==> src/rtl/video_pkg.sv <==
// Shared definitions for the video scaling path: scale encodings, FSM states,
// pipeline latency and small arithmetic helpers.
package video_pkg;

    typedef enum logic [1:0] {
        SCALE_X1 = 2'd0,
        SCALE_X2 = 2'd1,
        SCALE_X4 = 2'd2
    } scale_t;

    typedef enum logic {
        WAIT_FRAME = 1'b0,
        ACTIVE     = 1'b1
    } state_t;

    localparam int LATENCY = 3;

    // Scale factor as a left-shift amount; the reserved encoding falls back to x1.
    function automatic logic [1:0] scale_shift(input logic [1:0] mode);
        case (mode)
            SCALE_X2: return 2'd1;
            SCALE_X4: return 2'd2;
            default:  return 2'd0;
        endcase
    endfunction

    function automatic logic [11:0] centre_offset(input logic [15:0] dst, input logic [15:0] span);
        logic [15:0] diff;
        diff = dst - span;
        return (span < dst) ? diff[12:1] : 12'd0;
    endfunction

    // c_left holds the ch_w-bit channel left-justified; its bits repeat MSB-first.
    function automatic logic [7:0] expand_ch(input logic [7:0] c_left, input int ch_w);
        logic [7:0] r;
        r = '0;
        for (int i = 0; i < 8; i++) r[7-i] = c_left[7-(i%ch_w)];
        return r;
    endfunction

endpackage

==> src/rtl/video_sync_delay.sv <==
// Delay line carrying vde/hsync/vsync and the in-window flag alongside the
// pixel pipeline so they stay aligned with the returned BRAM data.
module video_sync_delay #(
    parameter int DEPTH = 2
) (
    input  logic i_clk_pixel,
    input  logic i_rstn,
    input  logic i_vde,
    input  logic i_hsync,
    input  logic i_vsync,
    input  logic i_win,
    output logic o_vde,
    output logic o_hsync,
    output logic o_vsync,
    output logic o_win
);

    logic [3:0] pipe [DEPTH];

    // NOTE: the delay array is reset, unlike a data memory, because its taps drive visible outputs.
    always_ff @(posedge i_clk_pixel or negedge i_rstn) begin
        if (!i_rstn) begin
            for (int i = 0; i < DEPTH; i++) pipe[i] <= '0;
        end else begin
            pipe[0] <= {i_vde, i_hsync, i_vsync, i_win};
            for (int i = 1; i < DEPTH; i++) pipe[i] <= pipe[i-1];
        end
    end

    assign {o_vde, o_hsync, o_vsync, o_win} = pipe[DEPTH-1];

endmodule

==> src/rtl/video_frame_scaler.sv <==
// Nearest-neighbour x1/x2/x4 upscaler between the timing generator and the
// frame-buffer read port, with centring, cropping and a border colour.
module video_frame_scaler
    import video_pkg::*;
#(
    parameter int SRC_H  = 512,
    parameter int SRC_V  = 384,
    parameter int DST_H  = 1024,
    parameter int DST_V  = 768,
    parameter int CH_W   = 4,
    parameter int ADDR_W = 18
) (
    input  logic                i_clk_pixel,
    input  logic                i_rstn,
    input  logic [1:0]          i_scale_mode,
    input  logic [23:0]         i_border_rgb,
    input  logic                i_vde,
    input  logic                i_hsync,
    input  logic                i_vsync,
    output logic                o_rd_en,
    output logic [ADDR_W-1:0]   o_rd_addr,
    input  logic [3*CH_W-1:0]   i_rd_data,
    output logic [23:0]         o_video_data,
    output logic                o_video_vde,
    output logic                o_video_hsync,
    output logic                o_video_vsync
);

    localparam int PIX_W = 3 * CH_W;

    state_t            state;
    logic [1:0]        shift;
    logic [23:0]       border_rgb;
    logic [11:0]       off_x, off_y, cx, ly;
    logic [1:0]        hsub, vsub;
    logic [ADDR_W-1:0] src_col, row_base;
    logic              vde_q;

    logic [1:0]  mode_shift, sub_last;
    logic [15:0] end_x, end_y;
    logic        in_x, in_y, win, line_end;
    logic [7:0]  r_left, g_left, b_left;
    logic [23:0] pix_rgb;
    logic        vde_d2, hsync_d2, vsync_d2, win_d2;

    // NOTE: every always_comb output is assigned on all paths, so no latch is inferred.
    always_comb begin
        mode_shift = scale_shift(i_scale_mode);
        sub_last   = {shift[1], |shift};
        end_x      = {4'd0, off_x} + (16'(SRC_H) << shift);
        end_y      = {4'd0, off_y} + (16'(SRC_V) << shift);
        in_x       = (cx >= off_x) && ({4'd0, cx} < end_x);
        in_y       = (ly >= off_y) && ({4'd0, ly} < end_y);
        line_end   = vde_q && !i_vde;
        win        = (state == ACTIVE) && !i_vsync && i_vde && in_x && in_y;
    end

    // Stage 1: counters, window decision and read address.
    // NOTE: sequential state uses non-blocking assignments so every flop samples pre-edge values.
    always_ff @(posedge i_clk_pixel or negedge i_rstn) begin
        if (!i_rstn) begin
            state      <= WAIT_FRAME;
            shift      <= 2'd0;
            border_rgb <= 24'h0;
            off_x      <= 12'd0;
            off_y      <= 12'd0;
            cx         <= 12'd0;
            ly         <= 12'd0;
            hsub       <= 2'd0;
            vsub       <= 2'd0;
            src_col    <= '0;
            row_base   <= '0;
            vde_q      <= 1'b0;
            o_rd_en    <= 1'b0;
            o_rd_addr  <= '0;
        end else begin
            vde_q <= i_vde;
            if (i_vsync) begin
                state      <= ACTIVE;
                shift      <= mode_shift;
                border_rgb <= i_border_rgb;
                off_x      <= centre_offset(16'(DST_H), 16'(SRC_H) << mode_shift);
                off_y      <= centre_offset(16'(DST_V), 16'(SRC_V) << mode_shift);
                cx         <= 12'd0;
                ly         <= 12'd0;
                hsub       <= 2'd0;
                vsub       <= 2'd0;
                src_col    <= '0;
                row_base   <= '0;
                o_rd_en    <= 1'b0;
            end else begin
                cx <= i_vde ? cx + 12'd1 : 12'd0;
                if (line_end) ly <= ly + 12'd1;

                if (i_vde && in_x) begin
                    if (hsub == sub_last) begin
                        hsub    <= 2'd0;
                        src_col <= src_col + ADDR_W'(1);
                    end else begin
                        hsub <= hsub + 2'd1;
                    end
                end else if (!i_vde) begin
                    hsub    <= 2'd0;
                    src_col <= '0;
                end

                if (line_end && in_y) begin
                    if (vsub == sub_last) begin
                        vsub     <= 2'd0;
                        row_base <= row_base + ADDR_W'(SRC_H);
                    end else begin
                        vsub <= vsub + 2'd1;
                    end
                end

                o_rd_en <= win;
                if (win) o_rd_addr <= row_base + src_col;
            end
        end
    end

    video_sync_delay #(
        .DEPTH (LATENCY - 1)
    ) u_sync_delay (
        .i_clk_pixel (i_clk_pixel),
        .i_rstn      (i_rstn),
        .i_vde       (i_vde),
        .i_hsync     (i_hsync),
        .i_vsync     (i_vsync),
        .i_win       (win),
        .o_vde       (vde_d2),
        .o_hsync     (hsync_d2),
        .o_vsync     (vsync_d2),
        .o_win       (win_d2)
    );

    always_comb begin
        r_left  = 8'(i_rd_data[PIX_W-1 -: CH_W]) << (8 - CH_W);
        g_left  = 8'(i_rd_data[2*CH_W-1 -: CH_W]) << (8 - CH_W);
        b_left  = 8'(i_rd_data[CH_W-1 -: CH_W]) << (8 - CH_W);
        pix_rgb = {expand_ch(r_left, CH_W), expand_ch(g_left, CH_W), expand_ch(b_left, CH_W)};
    end

    // Stage 3: BRAM data is valid here, aligned with the stage-2 flags.
    always_ff @(posedge i_clk_pixel or negedge i_rstn) begin
        if (!i_rstn) begin
            o_video_data  <= 24'h0;
            o_video_vde   <= 1'b0;
            o_video_hsync <= 1'b0;
            o_video_vsync <= 1'b0;
        end else begin
            o_video_vde   <= vde_d2;
            o_video_hsync <= hsync_d2;
            o_video_vsync <= vsync_d2;
            if (win_d2)      o_video_data <= pix_rgb;
            else if (vde_d2) o_video_data <= border_rgb;
            else             o_video_data <= 24'h0;
        end
    end

endmodule

==> config.mk <==
export PLATFORM = sky130hd
export DESIGN_NAME = video_frame_scaler
export DESIGN_NICKNAME = d
export VERILOG_FILES = /design/src/rtl/video_pkg.sv /design/src/rtl/video_sync_delay.sv /design/src/rtl/video_frame_scaler.sv
export SDC_FILE = /design/constraint.sdc
export NUM_CORES = 1
export LEC_CHECK = 0
export CAP_MARGIN = 10
export CORE_UTILIZATION = 30
export DETAILED_ROUTE_END_ITERATION = 16
export DONT_BUFFER_PORTS = 1
export PLACE_DENSITY = 0.4
export SETUP_SLACK_MARGIN = 0.02
export SLEW_MARGIN = 20
export SYNTH_ARGS = -nofsm -noshare
export SYNTH_HDL_FRONTEND = slang
export SYNTH_SLANG_ARGS = --single-unit
==> constraint.sdc <==
create_clock -name i_clk_pixel -period 5.3 [get_ports i_clk_pixel]
set_input_delay 1.06 -clock i_clk_pixel [delete_from_list [all_inputs] [get_ports i_clk_pixel]]
set_output_delay 1.06 -clock i_clk_pixel [all_outputs]
set_load 0.03 [all_outputs]
==> results of run 1 <==
-- synthesized netlist by cell type (all sizes together), types with 5 or more instances --
cell | number | area [sq um]
or4 | 7 | 52.6
inv | 18 | 67.6
xnor2 | 16 | 140
o211ai | 5 | 37.5
nor2 | 29 | 109
clkbuf | 23 | 86.3
nor3 | 7 | 35.0
a22o | 25 | 219
mux2i | 13 | 130
nand3 | 19 | 95.1
dfrtp | 139 | 3480
nor4 | 15 | 109
and3 | 8 | 55.1
xor2 | 16 | 140
o311ai | 5 | 43.8
o31ai | 5 | 37.5
o21ai | 13 | 65.1
nor2b | 10 | 62.6
a21o | 5 | 37.5
mux2 | 48 | 571
a21oi | 21 | 105
nand4 | 16 | 100
nand2 | 49 | 184
or3 | 7 | 43.8
ha | 47 | 588
nand2b | 16 | 100
-- routing by layer --
metal	global-route usage (%)	part of all wire, %	routed length (um)	up-vias
met5	0	0	0	-
met4	4.11	1.0	162	0
met3	4.28	5.1	788	8
met2	22.5	47	7270	99
met1	16.3	47	7220	2369
li1	-	-	-	2281
-- path summary, 6_finish.rpt --
check / from / endpoint / slack [ns] / depth (start not counted)
worst max-delay path: shift[1]$_DFFE_PN0P_ / o_rd_addr[17]$_DFFE_PN0P_ / 0.96 / 14
worst min-delay path: i_rstn / ly[6]$_DFFE_PN0P_ / 0.33 / 0
worst max register to register: shift[1]$_DFFE_PN0P_ / o_rd_addr[17]$_DFFE_PN0P_ / 0.96 / 14
worst min register to register: u_sync_delay.o_hsync$_DFF_PN0_ / o_video_hsync$_DFF_PN0_ / 0.35 / 0
max in group asynchronous: i_rstn / src_col[12]$_DFFE_PN0P_ / 4.77 / 0
min in group i_clk_pixel: u_sync_delay.o_hsync$_DFF_PN0_ / o_video_hsync$_DFF_PN0_ / 0.35 / 0
-- metrics by stage --
stage / worst slack (ns) / cells
6_report: 0.963 / 953
5_1_grt: 0.780 / 953
4_1_cts: 0.664 / 952
3_5_place_dp: 0.722 / 920
3_3_place_gp: 0.827 / 920
2_1_floorplan: 1.33 / 628
-- area by class of cell --
type / instances / share of cell area [%]
timing repair buffer: 7 / 0.627
sequential: 139 / 43.6
clock inverter: 14 / 1.87
clock buffer: 18 / 5.38
inverter: 18 / 0.847
tap: 313 / 4.91
multi-input combinational: 444 / 42.8
-- flip-flops by register name, indices dropped and copies added (netlist names) --
| signal | flops |
|---|---|
| u_sync_delay.o_hsync | 1 |
| src_col | 18 |
| o_video_vde | 1 |
| o_video_vsync | 1 |
| hsub | 2 |
| u_sync_delay.o_vde | 1 |
| ly | 12 |
| u_sync_delay.o_win | 1 |
| o_video_data | 24 |
| state | 1 |
| vsub | 2 |
| o_rd_addr | 18 |
| u_sync_delay.o_vsync | 1 |
| cx | 12 |
| shift | 2 |
| o_rd_en | 1 |
| off_y | 1 |
| border_rgb | 24 |
| o_video_hsync | 1 |
| off_x | 2 |
| u_sync_delay.pipe | 3 |
| row_base | 9 |
| vde_q | 1 |
-- power groups by stage --
stage	clock network (mW)	registers [mW]	logic, mW
3_3_place_gp	0	1.21	0.210
6_report	1.17	1.19	0.213
2_1_floorplan	0	1.20	0.177
5_1_grt	1.25	1.20	0.240
3_5_place_dp	0	1.21	0.214
4_1_cts	1.21	1.19	0.216
-- cell families (layout without fill, tap and decap cells) --
group | count (synthesis) | in the layout | share of synthesized area, %
flops | 139 | 139 | 49.2
fa+ha+maj | 49 | 49 | 8.88
xor+xnor | 32 | 32 | 3.96
simple gates | 199 | 199 | 15.1
buf+inv | 45 | 57 | 2.60
mux | 61 | 61 | 9.91
compound gates | 103 | 103 | 10.4
-- critical path: cells and delay by family, from the launching register on --
kind | cells | cell delay (ns)
AO/OA/AOI/OAI | 5 | 1.00
flip-flops | 1 | 0.52
buffers and inverters | 2 | 0.55
multiplexers | 1 | 0.38
AND/OR/NAND/NOR | 1 | 0.31
XOR/XNOR | 1 | 0.18
adder cells (fa/ha/maj) | 4 | 1.29
==> metrics.md, run 1 <==
| Metric | Value |
|---|---|
| Outcome | `finished, final reports clean` |
| Final ANT Viol Nets | `0` |
| Total leakage power | `3.52 nW` |
| P_sw | `0.708 mW` |
| Final hold viol count | `0` |
| Tmin final | `4.34 ns` |
| Max-Cap Viols | `0` |
| Slew @ Worst Pin | `about 0.96 ns` |
| Filler Cell Count | `2,295` |
| Worst hold margin | `around 0.33 ns` |
| Clk sinks | `139` |
| Combinational share of power | `around 8.3%` |
| Final core occ | `34.9%` |
| Initial Util | `31.0%` |
| Std-Cell Rows | `55` |
| Maximum VDD drop | `roughly 0.16 mV` |
| Ys Warns | `0` |
| Area of the multi-input gates | `3410 sq um` |
| Net Sw Frac | `27.5%` |
| DRC Markers | `0` |
| Total Power | `2.57 mW` |
| Die Ht | `between 150 and 200 um` |
| Primary FF master, synth | `dfrtp_1` |
| Post-cts hold buffer count | `0` |
| P&R area growth vs syn | `12.8%` |
| DP Area | `7390 sq um` |
| CP cell instances | `inv_1 -> ha_1 -> ha_1 -> fa_1 -> a21o_1 -> a21oi_1 -> xor2_1 -> ha_1 -> a21oi_1 -> a2bb2oi_1 -> a22oi_1 -> nor4_4 -> buf_4 -> mux2_2` |
| Setup CP Type | `flip-flop to flip-flop` |
| Clk_skew | `around 0.012 ns` |
| Initial DRT Pass Iterations | `4` |
| GP Congestion | `0.732` |
| Ys async rst share | `100%` |
| Die area | `24,200 sq um` |
| Pins Over Slew Limit | `0` |
| H-tree depth | `4` |
| Fraction of layout cells with a size suffix above 1 | `14.4%` |
| Setup_tns | `0 ns` |
| Via/cell ratio | `4.99` |
| Sequential group share of total power | `46.2%` |
| DP HPWL | `10.3 mm` |
| Most common cell after layout, fill and taps aside | `dfrtp_1` |
| FF+latch area | `around 3500 sq um` |
| CTS tree | `yes` |
| Hold WC Path Type | `input pin to async pin` |
| Clock share of power | `45.5%` |
| Routed WL per cell | `16.2 um` |
| # IOs | `89` |
| Final Cell Area | `7980 sq um` |
| Die X | `156 um` |
| Mapped Cells | `between 600 and 700` |
| Yosys reg bits | `between 100 and 150` |
| PostCTS Resize Cnt | `0` |
| Worst path most repeated cell | `ha_1` |
| Worst Setup Start Kind | `flip-flop` |
| CTS clock-pin slew for the worst setup and hold paths | `0.07 ns` |
| Sequential area share after synthesis | `49.2%` |
| Crit Path Max Fanout | `19` |
| Critical path's largest stage delay | `0.52 ns` |
| CP max stage cell | `dfrtp_1` |
| Pwr Density | `322 nW/um^2` |
| Clock latency on the worst-skew pair | `0.42 ns` |
| Post-CTS Repair Setup Buffers | `0` |
| Synth Cell Area | `7070 sq um` |
| WP data arrival | `roughly 4.6 ns` |
| Post-synth EDFFs | `0` |
| Syn Nets | `720` |
| Number of antenna violations at the first check in global routing | `0` |
| RSZ-0062 raised after global routing | `false` |
| Largest net degree at the start of global routing | `140` |
| CTS max path bufs | `2` |
| CP Data Required Time | `5.60 ns` |
| CP Capture Type | `flip-flop` |
| Vias in the first global route | `4,943` |
| Core Area | `roughly 23,000 sq um` |
| GRT Total Usage | `13.4%` |
| NumNets Final | `719` |
| Antenna fix cells | `0` |
| Relative slew slack | `36.1%` |
| Final setup viols | `0` |
| Port buffer count | `0` |
| Overflow after GRT | `0` |
| Synth unique cells | `53` |
| Root Driver | `clkbuf_16` |
| Syn_area_per_cell | `11.3 sq um` |
| Final period util | `81.8%` |
| DR iter-0 viols | `249` |
| Internal power | `between 1.5 and 2 mW` |
| Max Clk Rate | `0.231 GHz` |
| CTS buffer count | `17` |
| Routed Wire Length | `15.4 mm` |
| First-pass GRT wire length | `25.5 mm` |
| Most frequent cells in the layout | `139 x dfrtp_1, 49 x nand2_1, 47 x ha_1` |
| Via count | `approximately 4,800` |
(Power assumes the default switching activity.)
==> run 2: changes to the inputs <==
ABC_AREA = 1   (was default)
clock period = 4 ns   (was 5.3 ns; I/O delays follow)
==> run 2 against run 1 <==
Against the previous run: combinational power increased by 60%; utilization is 0.60 points lower; register-to-register slack got worse by 0.45 ns; cell area increased by 1.3%; sequential cell count is the same; area after synthesis is 2.0% higher; total power rose by 34%; sequential share of layout area fell by 0.55 points.
==> metrics.md, run 2 <==
| Metric | Value |
|---|---|
| Count leader, synth | `nand2_1` |
| Fraction of layout cells with a size suffix above 1 | `between 5 and 6%` |
| Top Layer Used | `met4` |
| Post-cts hold buffer count | `0` |
| Hold WC Path Type | `input pin to async pin` |
| Pwr Density | `427 nW/um^2` |
| CP Data Required Time | `4.29 ns` |
| Routed WL per cell | `roughly 14 um` |
| DP HPWL | `roughly 12 mm` |
| DRC Markers | `0` |
| Final worst setup slack | `0.515 ns` |
| Biggest regs | `border_rgb: 24 flops, o_video_data: 24 flops` |
| Met1 wire length | `8.15 mm` |
| First-pass GRT wire length | `27.6 mm` |
| GP Congestion | `0.822` |
| Die Ht | `157 um` |
| Antenna fix cells | `0` |
| Synth unique cells | `40` |
| # IOs | `89` |
| Reg2reg start | `shift[1]$_DFFE_PN0P_` |
| Clock latency on the worst-skew pair | `just over 0.4 ns` |
| Met2 wire len | `around 7.6 mm` |
| Core Area | `23,500 sq um` |
| Final setup viols | `0` |
| Yosys top cell by area | `dfrtp_1` |
| DP Area | `7520 sq um` |
| Sequential area share after synthesis | `48.2%` |
| Outcome | `finished, final reports clean` |
| Final ANT Viol Nets | `0` |
| CTS max path bufs | `2` |
| Number of antenna violations at the first check in global routing | `0` |
| Met3 WL | `670 um` |
| Max Clk Rate | `0.287 GHz` |
| Setup CP Type | `flip-flop to flip-flop` |
| Largest net degree at the start of global routing | `140` |
| Vias in the first global route | `5,554` |
| Placed insts | `1,148` |
| H-tree depth | `4` |
| GRT Total Usage | `roughly 14%` |
| Clk_skew | `0.00999 ns` |
| Via count | `5,465` |
| CTS buffer count | `17` |
| Maximum VDD drop | `~0.22 mV` |
| Final hold viol count | `0` |
| Pins Over Slew Limit | `0` |
| Root Driver | `clkbuf_16` |
| Die X | `157 um` |
| DR iter-0 viols | `345` |
| Ys Warns | `0` |
| Dpl ws | `slightly above 0.3 ns` |
| Clk sinks | `roughly 140` |
| Most common cell after layout, fill and taps aside | `nand2_1` |
| Most frequent cells in the layout | `202 x nand2_1, 139 x dfrtp_1, 98 x inv_1` |
| CP Launch Point | `shift[1]$_DFFE_PN0P_` |
| Initial DRT Pass Iterations | `4` |
| RSZ-0062 raised after global routing | `false` |
| Final core occ | `34.3%` |
| Initial Util | `30.6%` |
| CTS clock-pin slew for the worst setup and hold paths | `0.06 ns` |
| Filler Cell Count | `2,439` |
| Final Instance Count excl. Fillers | `1,180` |
| WP data arrival | `~3.8 ns` |
| Crit Path Max Fanout | `17` |
| CP Capture Type | `flip-flop` |
| Synth Cell Area | `7210 sq um` |
| Mapped Cells | `848` |
| Max-Cap Viols | `0` |
| Commonest cells in the synthesized netlist | `202 x nand2_1, 139 x dfrtp_1, 98 x inv_1, 73 x nor2_1, 68 x o21ai_0` |
| CTS tree | `yes` |
| Syn_area_per_cell | `8.50 sq um` |
| Setup_tns | `0 ns` |
| Tmin final | `3.49 ns` |
| Yosys reg bits | `139` |
| Overflow after GRT | `0` |
| Worst Setup Start Kind | `flip-flop` |
| Routed Wire Length | `16.6 mm` |
| Port buffer count | `0` |
| Primary FF master, synth | `dfrtp_1` |
| Largest cells by area after synthesis | `dfrtp_1 48%, nand2_1 11%, ha_1 8.2%, inv_1 5.1%, o21ai_0 4.7%` |
| Total leakage power | `4.04 nW` |
| NumNets Final | `940` |
| Syn Nets | `940` |
| Final Cell Area | `8080 sq um` |
| P&R area growth vs syn | `12.0%` |
| Final period util | `87.1%` |
| Synth top area share | `48.2%` |
| Die area | `24,700 sq um` |
| Std-Cell Rows | `56` |
| Slew @ Worst Pin | `0.794 ns` |
| Post-synth EDFFs | `0` |
| Relative slew slack | `46.9%` |
| Ys async rst share | `100%` |
| Via/cell ratio | `4.63` |
## run 2: cell count changes in the layout (fill, tap and decap cells not counted), sizes merged, moves of 13 or more
cell,delta
a22o,-25
nand2b,-16
mux2,-48
o21ai,+57
a21oi,+13
nor2,+45
o22ai,+23
nand2,+155
inv,+84
nand3,+35
nor4,-15
## run 2: worst paths after layout
path                                                       end  slack, ns  cells past startpoint
worst max-delay path                  o_rd_addr[0]$_DFFE_PN0P_       0.51                     13
worst min-delay path            u_sync_delay.o_hsync$_DFF_PN0_       0.08                      0
worst max register to register        o_rd_addr[0]$_DFFE_PN0P_       0.51                     13
worst min register to register  u_sync_delay.o_vsync$_DFF_PN0_       0.35                      0
max in group asynchronous             o_rd_addr[1]$_DFFE_PN0P_       3.72                      0
min in group i_clk_pixel        u_sync_delay.o_vsync$_DFF_PN0_       0.35                      0
## run 2: critical path, stage by stage, from the launching register on
cell and delay (ns):
dfrtp_1 0.45, inv_1 0.17, ha_1 0.30, ha_1 0.24, fa_1 0.40, xnor2_1 0.21
ha_1 0.27, a21oi_1 0.12, o21ai_1 0.08, o21ai_2 0.26, nand3_2 0.32, buf_4 0.30
o21ai_0 0.15, nand2_1 0.08
## run 2: kinds of logic after synthesis
kind of cell	after synthesis	synth area share, %
compound gates	140	10.6
xor+xnor	36	4.37
fa+ha+maj	49	8.71
buf+inv	125	6.99
flops	139	48.2
mux	1	0.139
simple gates	358	21.0
## run 2: power breakdown
group | switching (mW) | internal, mW
Combinational | 0.218 | 0.123
Sequential | 0.139 | 1.49
Clock | 0.663 | 0.818
## run 2: through the flow
| step | total power [mW] | hold slack [ns] |
|---|---|---|
| final | 3.45 | 0.0768 |
| after global routing | 3.65 | 0.0391 |
| after CTS | 3.52 | 0.0517 |
| after detailed placement | 2.00 | 0.335 |
| after global placement | 1.99 | 0.332 |
| after floorplan | 1.92 | 0.331 |
## run 2: layer usage
| metal | track usage [%] | vias to the layer above |
|---|---|---|
| met5 | 0 | - |
| met4 | 4.85 | 0 |
| met3 | 3.77 | 14 |
| met2 | 22.7 | 106 |
| met1 | 18.7 | 2588 |
| li1 | - | 2757 |
## run 2: repair_timing
action                                 4_1_cts  5_1_grt
endpoints found under the hold margin        0        0
setup buffers                                0        0
setup endpoints to repair                    0        3
gates resized for setup                      0        1
## run 2: cell type report
| cell class | count | area (sq um) | area share [%] |
|---|---|---|---|
| inverters | 102 | 383 | 4.74 |
| well taps | 319 | 399 | 4.94 |
| repair buffers | 4 | 30.0 | 0.372 |
| clock inverters | 14 | 124 | 1.53 |
| clock buffers | 18 | 429 | 5.31 |
| multi-input cells | 584 | 3240 | 40.0 |
| flip-flops and latches | 139 | 3480 | 43.1 |
==> run 3: changes to the inputs <==
ABC_AREA = 0   (was 1)
==> run 3 against run 2 <==
Against the previous run: sequential share of layout area grew 0.18 points; cell area shrank 0.42%; non-clock buffer count grew 8; first-iteration DRC count shrank 32%; setup slack lost 0.23 ns; final cell count shrank 19%; critical path type unchanged; die area shrank 1.9%; clock power grew 5%; hold slack lost 0.00078 ns.
==> metrics.md, run 3 (same netlist as run 1, synthesis figures left out) <==
| Metric | Value |
|---|---|
| Outcome | `finished, final reports clean` |
| # IOs | `89` |
| Setup_tns | `0 ns` |
| DP HPWL | `between 10 and 15 mm` |
| Antenna fix cells | `0` |
| Max Clk Rate | `0.269 GHz` |
| Initial Util | `just over 30%` |
| Clk sinks | `139` |
| Area of the multi-input gates | `3430 sq um` |
| Sequential group share of total power | `46.0%` |
| Reg2reg start | `shift[0]$_DFFE_PN0P_` |
| Total leakage power | `between 3 and 4 nW` |
| Hold WC Path Type | `input pin to async pin` |
| RSZ-0062 raised after global routing | `false` |
| GRT Total Usage | `13.4%` |
| Placed insts | `925` |
| Slew @ Worst Pin | `between 0.8 and 0.9 ns` |
| CTS max path bufs | `2` |
| NumNets Final | `about 720` |
| Cells on worst reg2reg path | `14` |
| CTS buffer count | `17` |
| Maximum VDD drop | `between 0.2 and 0.3 mV` |
| Initial DRT Pass Iterations | `4` |
| CTS clock-pin slew for the worst setup and hold paths | `~0.06 ns` |
| Worst hold margin | `0.0760 ns` |
| Tmin final | `between 3 and 4 ns` |
| CTS tree | `yes` |
| Number of antenna violations at the first check in global routing | `0` |
| Port buffer count | `0` |
| Internal power | `2.54 mW` |
| Max-Cap Viols | `0` |
| Die Ht | `roughly 160 um` |
| Via/cell ratio | `4.96` |
| DRC Markers | `0` |
| Std-Cell Rows | `55` |
| DR iter-0 viols | `234` |
| Pwr Density | `426 nW/um^2` |
| Dpl ws | `0.200 ns` |
| Via count | `4,754` |
| Clock share of power | `45.6%` |
| Critical R2R Capture | `o_rd_addr[5]$_DFFE_PN0P_` |
| Die area | `24,200 sq um` |
| WP data arrival | `between 4 and 5 ns` |
| Root Driver | `clkbuf_16` |
| H-tree depth | `4` |
| Most common cell after layout, fill and taps aside | `dfrtp_1` |
| Routed Wire Length | `15.2 mm` |
| CP Capture Type | `flip-flop` |
| Final period util | `between 90 and 100%` |
| Pins Over Slew Limit | `0` |
| Final Instance Count excl. Fillers | `958` |
| Total Power | `3.43 mW` |
| Relative slew slack | `43.8%` |
| FF+latch area | `3480 sq um` |
| Core Area | `22,800 sq um` |
| Biggest regs | `border_rgb: 24 flops, o_video_data: 24 flops` |
| Largest net degree at the start of global routing | `140` |
| GP Congestion | `between 0.7 and 0.8` |
| P&R area growth vs syn | `13.8%` |
| Final worst setup slack | `0.288 ns` |
| Die X | `156 um` |
| Worst Setup Start Kind | `flip-flop` |
| Reg-to-reg slack, setup | `0.29 ns` |
| Crit Path Max Fanout | `7` |
| Clock latency on the worst-skew pair | `between 0.4 and 0.5 ns` |
| Vias in the first global route | `4,799` |
| Filler Cell Count | `2,301` |
| First-pass GRT wire length | `between 20 and 30 mm` |
| CP Data Required Time | `approximately 4.3 ns` |
| Most frequent cells in the layout | `139 x dfrtp_1, 49 x nand2_1, 47 x ha_1` |
| Final hold viol count | `0` |
| Post-cts hold buffer count | `0` |
| Clk_skew | `0.00709 ns` |
| Overflow after GRT | `0` |
| Final setup viols | `0` |
| Setup CP Type | `flip-flop to flip-flop` |
| CP Launch Point | `shift[0]$_DFFE_PN0P_` |
| Final ANT Viol Nets | `0` |
| Fraction of layout cells with a size suffix above 1 | `~15%` |
| P_sw | `0.888 mW` |
| Net Sw Frac | `25.9%` |
| Routed WL per cell | `15.9 um` |
| Combinational share of power | `under 10%` |
-- run 3: cell types whose count changed in the layout (fill, tap and decap cells not counted), sizes merged, moves of 25 or more --
| cell | before | now |
|---|---|---|
| nor2 | 74 | 29 |
| nand2 | 204 | 49 |
| o21ai | 70 | 13 |
| nand3 | 54 | 19 |
| inv | 110 | 22 |
| a22o | 0 | 25 |
| mux2 | 0 | 48 |
-- run 3: critical path, stage by stage, from the launching register on --
cell       delay (ns)
dfrtp_1          0.38
inv_1            0.09
ha_1             0.22
ha_1             0.22
fa_1             0.42
a21o_1           0.18
a21oi_1          0.16
xor2_1           0.17
ha_1             0.26
and3b_1          0.21
o2111ai_1        0.13
a22oi_1          0.19
nor4_4           0.38
buf_4            0.24
mux2_2           0.34
-- run 3: cell type report --
class                           instances  share of cell area (%)
Tap cell                              313                    4.87
Clock inverter                         12                    1.71
Inverter                               18                   0.840
Sequential cell                       139                    43.2
Multi-Input combinational cell        444                    42.6
Timing Repair Buffer                   12                    1.17
Clock buffer                           20                    5.55
-- run 3: how the worst max path moves through the flow --
stage | endpoint | slack, ns | cells past startpoint
4_1_cts | o_rd_addr[17]$_DFFE_PN0P_ | 0.18 | 14
6_report | o_rd_addr[5]$_DFFE_PN0P_ | 0.29 | 14
3_3_place_gp | o_rd_addr[6]$_DFFE_PN0P_ | 0.30 | 14
2_1_floorplan | o_rd_addr[10]$_DFFE_PN0P_ | 0.03 | 14
5_1_grt | o_rd_addr[1]$_DFFE_PN0P_ | 0.06 | 14
3_5_place_dp | o_rd_addr[6]$_DFFE_PN0P_ | 0.20 | 14
-- run 3: per-stage QoR --
step	cell area, sq um	utilization [%]
final	8050	35.2
after global routing	8050	35.2
after CTS	8020	35.1
after detailed placement	7430	32.5
after global placement	7430	32.5
after floorplan	7070	-
-- run 3: repair_timing --
action | in CTS | in global routing
setup endpoints to repair | 0 | 12
resized for setup | 0 | 4
buffers inserted | 0 | 1
-- run 3: metal layers --
layer | track usage (%) | part of all wire [%] | routed length (um)
met1 | 17.2 | 47 | 7190
met2 | 21.8 | 47 | 7170
met3 | 3.64 | 4.7 | 715
met4 | 4.11 | 0.90 | 137
met5 | 0 | 0 | 0
-- run 3: power by group through the flow --
stage / logic, mW / clock network (mW) / registers, mW
global placement: 0.285 / 0 / 1.60
global route: 0.328 / 1.67 / 1.59
CTS: 0.291 / 1.62 / 1.58
floorplan: 0.235 / 0 / 1.59
finish: 0.289 / 1.56 / 1.58
detailed placement: 0.289 / 0 / 1.60
